<file path="src/rtl/mem_arb_pkg.sv">
// Shared definitions for the memory read arbiter: arbiter state encoding,
// address/data widths and the default starvation threshold.
package mem_arb_pkg;

  localparam int unsigned AddrW            = 15;  // word address, bits [15:1]
  localparam int unsigned DataW            = 16;
  localparam int unsigned StarveMaxDefault = 4;

  typedef enum logic {
    StArb   = 1'b0,  // normal fetch/data arbitration
    StPair2 = 1'b1   // issuing second beat of a pair load
  } arb_state_e;

  // Counter width able to hold 0..max (at least one bit).
  function automatic int unsigned cnt_width(input int unsigned max);
    return (max < 1) ? 1 : $clog2(max + 1);
  endfunction

endpackage

</file>
<file path="src/rtl/arb_starve_ctr.sv">
// Saturating starvation counter for the fetch port.
// Ports:
//   clk, rst - clock, synchronous active-high reset
//   req      - fetch request present this cycle
//   gnt      - fetch granted this cycle
//   sat      - count has reached Max (fetch must win next arbitration)
module arb_starve_ctr
  import mem_arb_pkg::*;
#(
  parameter int unsigned Max = StarveMaxDefault
) (
  input  logic clk,
  input  logic rst,
  input  logic req,
  input  logic gnt,
  output logic sat
);

  localparam int unsigned CntW = cnt_width(Max);
  localparam logic [CntW-1:0] MaxC = CntW'(Max);
  localparam logic [CntW-1:0] One  = CntW'(1);

  logic [CntW-1:0] cnt_q, cnt_d;

  always_comb begin
    cnt_d = cnt_q;
    if (!req || gnt) begin
      cnt_d = '0;
    end else if (cnt_q != MaxC) begin
      cnt_d = cnt_q + One;
    end
  end

  always_ff @(posedge clk) begin
    if (rst) begin
      cnt_q <= '0;
    end else begin
      cnt_q <= cnt_d;
    end
  end

  assign sat = (cnt_q == MaxC);

endmodule

</file>
<file path="src/rtl/mem_rd_arb.sv">
// Arbitrates a fetch port and a data-load port onto one memory read port
// with one-cycle read latency. Data wins by default; a fetch denied for
// STARVE_MAX consecutive cycles wins next. Pair loads issue a second beat
// at d_addr+1 (wrapping) in a dedicated PAIR2 cycle.
// Ports:
//   clk, rst                      - clock, synchronous active-high reset
//   f_req/f_addr/f_cancel         - fetch request, address, response flush
//   f_gnt/f_rvalid/f_rdata        - fetch grant and response
//   d_req/d_pair/d_addr           - data request, pair flag, address
//   d_gnt/d_rvalid/d_rbeat/d_rdata- data grant and response beats
//   d_busy                        - second pair beat being issued
//   mem_raddr/mem_rdata           - shared memory read port
module mem_rd_arb
  import mem_arb_pkg::*;
#(
  parameter int unsigned STARVE_MAX = StarveMaxDefault
) (
  input  logic             clk,
  input  logic             rst,
  input  logic             f_req,
  input  logic [AddrW:1]   f_addr,
  input  logic             f_cancel,
  output logic             f_gnt,
  output logic             f_rvalid,
  output logic [DataW-1:0] f_rdata,
  input  logic             d_req,
  input  logic             d_pair,
  input  logic [AddrW:1]   d_addr,
  output logic             d_gnt,
  output logic             d_rvalid,
  output logic             d_rbeat,
  output logic [DataW-1:0] d_rdata,
  output logic             d_busy,
  output logic [AddrW:1]   mem_raddr,
  input  logic [DataW-1:0] mem_rdata
);

  localparam logic [AddrW:1] AddrOne = AddrW'(1);

  arb_state_e     state_q, state_d;
  logic [AddrW:1] pair_addr_q;
  logic           f_inflight_q, d_inflight_q, d_rbeat_q;
  logic           starve_sat;
  logic           in_arb, in_pair2;

  assign in_pair2 = (state_q == StPair2);
  // Requests are ignored during reset.
  assign in_arb   = !rst && (state_q == StArb);

  arb_starve_ctr #(
    .Max (STARVE_MAX)
  ) u_starve (
    .clk (clk),
    .rst (rst),
    .req (f_req && !rst),
    .gnt (f_gnt),
    .sat (starve_sat)
  );

  always_comb begin
    f_gnt   = 1'b0;
    d_gnt   = 1'b0;
    state_d = StArb;  // PAIR2 always lasts exactly one cycle
    if (in_arb) begin
      if (d_req && !(f_req && starve_sat)) begin
        d_gnt = 1'b1;
      end else if (f_req) begin
        f_gnt = 1'b1;
      end
      if (d_gnt && d_pair) begin
        state_d = StPair2;
      end
    end
  end

  always_comb begin
    mem_raddr = f_addr;
    if (d_gnt) begin
      mem_raddr = d_addr;
    end else if (in_pair2) begin
      mem_raddr = pair_addr_q + AddrOne;  // wraps 7FFF -> 0000
    end
  end

  always_ff @(posedge clk) begin
    if (rst) begin
      state_q      <= StArb;
      f_inflight_q <= 1'b0;
      d_inflight_q <= 1'b0;
      d_rbeat_q    <= 1'b0;
    end else begin
      state_q      <= state_d;
      f_inflight_q <= f_gnt;
      d_inflight_q <= d_gnt || in_pair2;
      d_rbeat_q    <= in_pair2;
    end
  end

  always_ff @(posedge clk) begin
    if (d_gnt && d_pair) begin
      pair_addr_q <= d_addr;
    end
  end

  assign f_rvalid = f_inflight_q && !f_cancel;
  assign f_rdata  = mem_rdata;
  assign d_rvalid = d_inflight_q;
  assign d_rbeat  = d_rbeat_q;
  assign d_rdata  = mem_rdata;
  assign d_busy   = in_pair2;

endmodule

</file>
<file path="config.mk">
export PLATFORM = sky130hd
export DESIGN_NAME = mem_rd_arb
export DESIGN_NICKNAME = d
export VERILOG_FILES = /design/src/rtl/mem_arb_pkg.sv /design/src/rtl/arb_starve_ctr.sv /design/src/rtl/mem_rd_arb.sv
export SDC_FILE = /design/constraint.sdc
export NUM_CORES = 1
export LEC_CHECK = 0
export ABC_CLOCK_PERIOD_IN_PS = 2100
export CORE_ASPECT_RATIO = 1.75
export CORE_MARGIN = 2
export CORE_UTILIZATION = 32
export DETAILED_ROUTE_END_ITERATION = 8
export HOLD_SLACK_MARGIN = 0.08
export PLACE_DENSITY_LB_ADDON = 0.15
export SKIP_LAST_GASP = 1
export SLEW_MARGIN = 5
export SYNTH_ARGS = -nofsm -noshare
export SYNTH_HDL_FRONTEND = slang
export SYNTH_SLANG_ARGS = --single-unit
</file>
<file path="constraint.sdc">
create_clock -name clk -period 2.1 [get_ports clk]
set_input_delay 0.21 -clock clk [delete_from_list [all_inputs] [get_ports clk]]
set_output_delay 0.21 -clock clk [all_outputs]
set_load 0.005 [all_outputs]
</file>
# [After elaboration in Yosys (flattened, before gate mapping)]
# Index checks and enable logic that the tools add are counted.
# Widths: inputs -> output; s select.
[word_totals] register_bits=22 input_bits=52 output_inout_bits=53 elab_cells=36
[op_classes] add_sub_neg=2 n_eq_ne=2 mux=9 n_bitwise=2 reduce_logical=15
[op_table] cell="$mux 15" n=2
[op_table] cell="$add 15x1->15 const B" n=1
[op_table] cell="$logic_and 1x1->1" n=7
[op_table] cell="$mux 1" n=7
[op_table] cell="$logic_not 1->1" n=4
[op_table] cell="$reduce_or 2->1" n=2
[op_table] cell="$add 3x1->3 const B" n=1
[op_table] cell="$eq 3x3->1 const B" n=1
[op_table] cell="$ne 3x3->1 const B" n=1
[op_table] cell="$logic_or 1x1->1" n=2
[op_table] cell="$not 1->1" n=2

# [Logic depth before layout (Yosys ltp)]
[depth] ltp_word=8 depth_mapped=8 depth_no_buf=6

# [Hierarchy]
# Synthesis repeated with hierarchy kept, for this count alone.
[unflattened] hier_cells=166 hier_area_um2=1611.5
[by_module_without_submodules] mod="mem_rd_arb" instances=1 cells_per_inst=148 area_each_um2=1441.4 seq_area_each_um2=530.5
[by_module_without_submodules] mod="arb_starve_ctr" instances=1 cells_per_inst=18 area_each_um2=170.2 seq_area_each_um2=60.1

# [Worst setup path before layout]
# OpenSTA, ideal clock, no wires.
[synth_timing] path_type="register to register" startpoint="register u_starve.cnt_q[0]" endpoint="register pair_addr_q[10] (netlist bit) (enable)" setup_ps=372 arrival_time_ps=1593 required_time_ps=1728 path_slack_ps=134 stages_incl_launch_ff=7 n_path_buf=1 synth_period_minus_slack_ps=1966 cell_sequence="dfxtp_1 > inv_1 > ha_1 > nand3_1 > and3_1 > clkbuf_1 > and2_1"
[synth_via] elab_chain_len=8
[synth_lines] item="start, declared" line="arb_starve_ctr.sv:23" text="logic [CntW-1:0] cnt_q, cnt_d;"
[synth_lines] item="start signal, assigned" line="arb_starve_ctr.sv:38" text="cnt_q <= cnt_d;"
[synth_lines] item="$eq 3x3->1" line="arb_starve_ctr.sv:42" text="assign sat = (cnt_q == MaxC);"
[synth_lines] item="$logic_and 1x1->1" line="mem_rd_arb.sv:65" text="if (d_req && !(f_req && starve_sat)) begin"
[synth_lines] item="$logic_not 1->1" line="mem_rd_arb.sv:65"
[synth_lines] item="$logic_and 1x1->1" line="mem_rd_arb.sv:65"
[synth_lines] item="$mux 1" line="mem_rd_arb.sv:65"
[synth_lines] item="$mux 1 (2 in a row)" line="mem_rd_arb.sv:64" text="if (in_arb) begin"
[synth_lines] item="net d_gnt" line="mem_rd_arb.sv:29" text="output logic d_gnt,"
[synth_lines] item="$logic_and 1x1->1" line="mem_rd_arb.sv:100" text="if (d_gnt && d_pair) begin"
[synth_lines] item="end signal, assigned" line="mem_rd_arb.sv:101" text="pair_addr_q <= d_addr;"
[synth_lines] item="end, declared" line="mem_rd_arb.sv:41" text="logic [AddrW:1] pair_addr_q;"
# The timed path passes the listed nets, and every way through them passes these cells. The select of a mux whose other input is x is not followed.
# A chain may end at the register's enable or synchronous reset.

# [Worst setup path after layout]
[layout_timing] startpoint="register pair_addr_q[2] (netlist bit)" endpoint="output mem_raddr[13] (netlist bit)"
[layout_via] elab_chain_len=3
[layout_lines] item="$add 15x1->15" line="mem_rd_arb.sv:81" text="mem_raddr = pair_addr_q + AddrOne;"
[layout_lines] item="$mux 15" line="mem_rd_arb.sv:80" text="end else if (in_pair2) begin"
[layout_lines] item="$mux 15" line="mem_rd_arb.sv:78" text="if (d_gnt) begin"
[layout_lines] item="end, declared" line="mem_rd_arb.sv:34" text="output logic [AddrW:1] mem_raddr,"
# Every way passes these cells.

==> flow_summary.json <==
{
  "cp.required_ns": 1.89,
  "cts.sinks": 22,
  "cts_tree": "yes",
  "leakage_uw": 0.000834,
  "die_y_microns": 97.2,
  "yosys_warnings": 0,
  "vias_per_cell": 4.89,
  "synth_ff_type": "edfxtp_1",
  "yosysTopAreaCell": "edfxtp_1",
  "overflow": 0,
  "drt_wl_total_mm": 3.84,
  "post-place-cells": 245,
  "synth.ff_latch_count": 22,
  "fin_util": 0.471,
  "r2r_cells": 7,
  "dp_slack_ns": -0.167,
  "yosysMostFrequentCell": "buf_4",
  "layout_setup_ws_ns": 0.0957,
  "finalCriticalPeriod_ns": 2.00,
  "startpoint_type": "flip-flop",
  "die_x_microns": 57.2,
  "portBuffers": 56,
  "antenna_cells": 0,
  "synth_top_area_frac": 0.284,
  "vias": 1253,
  "rows": 33,
  "dp_hpwl_mm": 2.82,
  "yosysUniqueCellTypes": 30,
  "root_buffer": "clkbuf_8",
  "cts_inserted_buffers": 3,
  "holdPathStages": 0,
  "grt_pass1_wl_mm": 6.40,
  "die_area_sq_mm": 0.00556,
  "synth_edf_count": 15,
  "cp_max_fo": 5,
  "timing.fmax_mhz": 499,
  "grt_max_degree": 23,
  "drc": 0,
  "synth-simple-area-share": 0.171,
  "synth_area_leaders": "edfxtp_1 28%, buf_4 15%, mux2i_1 13%",
  "yosys.area_share.adder": 0.0236,
  "wire_per_inst_microns": 15.0,
  "synth-async-reset-ratio": 0,
  "run_status": "complete, no violations",
  "gp_congestion": 0.728,
  "seq_area_sq_um": 593,
  "synth_compound_gate_area_share": 0.0520,
  "drt-initial-drc-count": 30,
  "rsz0062_at_grt": "true",
  "worstHoldPathType": "in -> out",
  "maxSlewHeadroom": 0.756,
  "core_sq_mm": 0.00475,
  "fin_cells": 256,
  "muxShareOfSynthArea": 0.126,
  "syn_area_sq_mm": 0.00159,
  "grt_pass1_vias": 1393,
  "finalClockSkew_ns": 0.00692,
  "vdd_ir_drop_max_mv": 0.266,
  "drv_slew": 0,
  "yosysSeqAreaShare": 0.372,
  "antenna_found_initial": 0,
  "nFillCells": 464,
  "synth_fp_nets": 216,
  "track_usage": 0.145,
  "synth_cells": 161,
  "io_pins": 105,
  "setup_viol": 0,
  "reg2reg_slack_ns": 0.49,
  "clkLatencyLatePin_ns": 0.26,
  "htree_levels": 1,
  "fin_setup_tns_ns": 0,
  "finalCritPeriodShare": 0.954,
  "crit_path_end_kind": "output port",
  "worst_ep_arrival_time_ns": 1.79,
  "synth-xor-area-share": 0.0717,
  "avgSynthCellArea_sq_um": 9.86,
  "cap_violations": 0,
  "powerDensity_mw_per_mm2": 449,
  "nets": 260,
  "cts_buffer_depth": 2,
  "synthTopCellsByCount": "32 x buf_4, 20 x mux2i_1, 15 x edfxtp_1",
  "worstSetupPathType": "reg -> out",
  "area_delta_synth_final_pct": 40.7,
  "tightestPinTransition_ns": 0.363,
  "path_clk_slew_ns": 0.08,
  "drt_pass1_iterations": 4,
  "hold_viol": 0,
  "synth_top_family_by_area": "buffers and inverters",
  "start_util": 0.334,
  "layout-drive-gt1-share": 0.260,
  "drtAntennaViolNets": 0,
  "multi_input_area_sq_um": 798
}
==> timing repair <==
action	CTS	global route
pin swaps	5	7
setup buffers	6	2
resized for setup	54	12
hold buffers	0	0
setup endpoints to repair	16	14
gates cloned	1	0
==> layout make-up <==
type	count	share of cell area
multi-input combinational	96	0.357
clock inverter	1	0.00168
inverter	6	0.0101
timing repair buffer	76	0.318
clock buffer	3	0.0185
sequential	22	0.265
tap	52	0.0291
==> kinds of logic (layout without fill, tap and decap cells) <==
group / after synthesis / after routing
AO/OA/AOI/OAI: 14 / 14
XOR/XNOR: 13 / 13
adder cells (fa/ha/maj): 3 / 3
buffers and inverters: 43 / 86
flip-flops: 22 / 22
multiplexers: 20 / 20
AND/OR/NAND/NOR: 46 / 46
==> where the power goes <==
| part | leakage (uW) | switching (uW) | internal (uW) |
|---|---|---|---|
| combinational | 0.000616 | 91.4 | 160 |
| clock | 0.0000231 | 134 | 130 |
| sequential | 0.000196 | 11.1 | 477 |
==> through the flow <==
| stage | hold slack, ns | power [uW] | instance area [sq um] |
|---|---|---|---|
| after floorplan | 0.297 | 627 | 1590 |
| after global placement | 0.420 | 743 | 2070 |
| after detailed placement | 0.420 | 747 | 2070 |
| after CTS | 0.420 | 1030 | 2240 |
| after global routing | 0.420 | 1050 | 2230 |
| final | 0.420 | 1000 | 2230 |
==> cell usage in the layout, fill, tap and decap left out, drive strengths merged, types with 7 or more instances in the layout <==
master / n
buf: 25
clkdlybuf4s50: 43
dfxtp: 7
edfxtp: 15
mux2i: 20
nand2: 12
nor2: 7
o21ai: 8
xnor2: 11
==> flip-flops by register name (all words and copies together) (netlist names) <==
signal and cells:
d_rvalid 1, u_starve.cnt_q 3, f_inflight_q 1, d_rbeat 1, pair_addr_q 15, d_busy 1
==> critical path: stages (launching register included) <==
cell and delay (ns):
edfxtp_1 0.40, ha_4 0.17, nand4_4 0.17, nor3_4 0.19
xnor2_2 0.10, a221o_1 0.29, clkdlybuf4s15_1 0.21
==> routing by layer <==
metal,part of all wire,track usage,vias to the layer above,routed length [microns]
met5,0,0,-,0
met1,0.35,0.153,592,1350
met4,0.011,0.0698,0,43
met3,0.059,0.0293,7,227
met2,0.58,0.263,41,2220
li1,-,-,613,-
==> final timing paths <==
check                                   endpoint                           start
setup / recovery                   mem_raddr[13]        pair_addr_q[2]$_DFFE_PP_
hold / removal                        d_rdata[9]                    mem_rdata[9]
setup reg to reg       pair_addr_q[14]$_DFFE_PP_  u_starve.cnt_q[0]$_SDFFE_PP0P_
hold reg to reg   u_starve.cnt_q[1]$_SDFFE_PP0P_  u_starve.cnt_q[2]$_SDFFE_PP0P_
No activity file was read; power rests on OpenSTA's default activity.
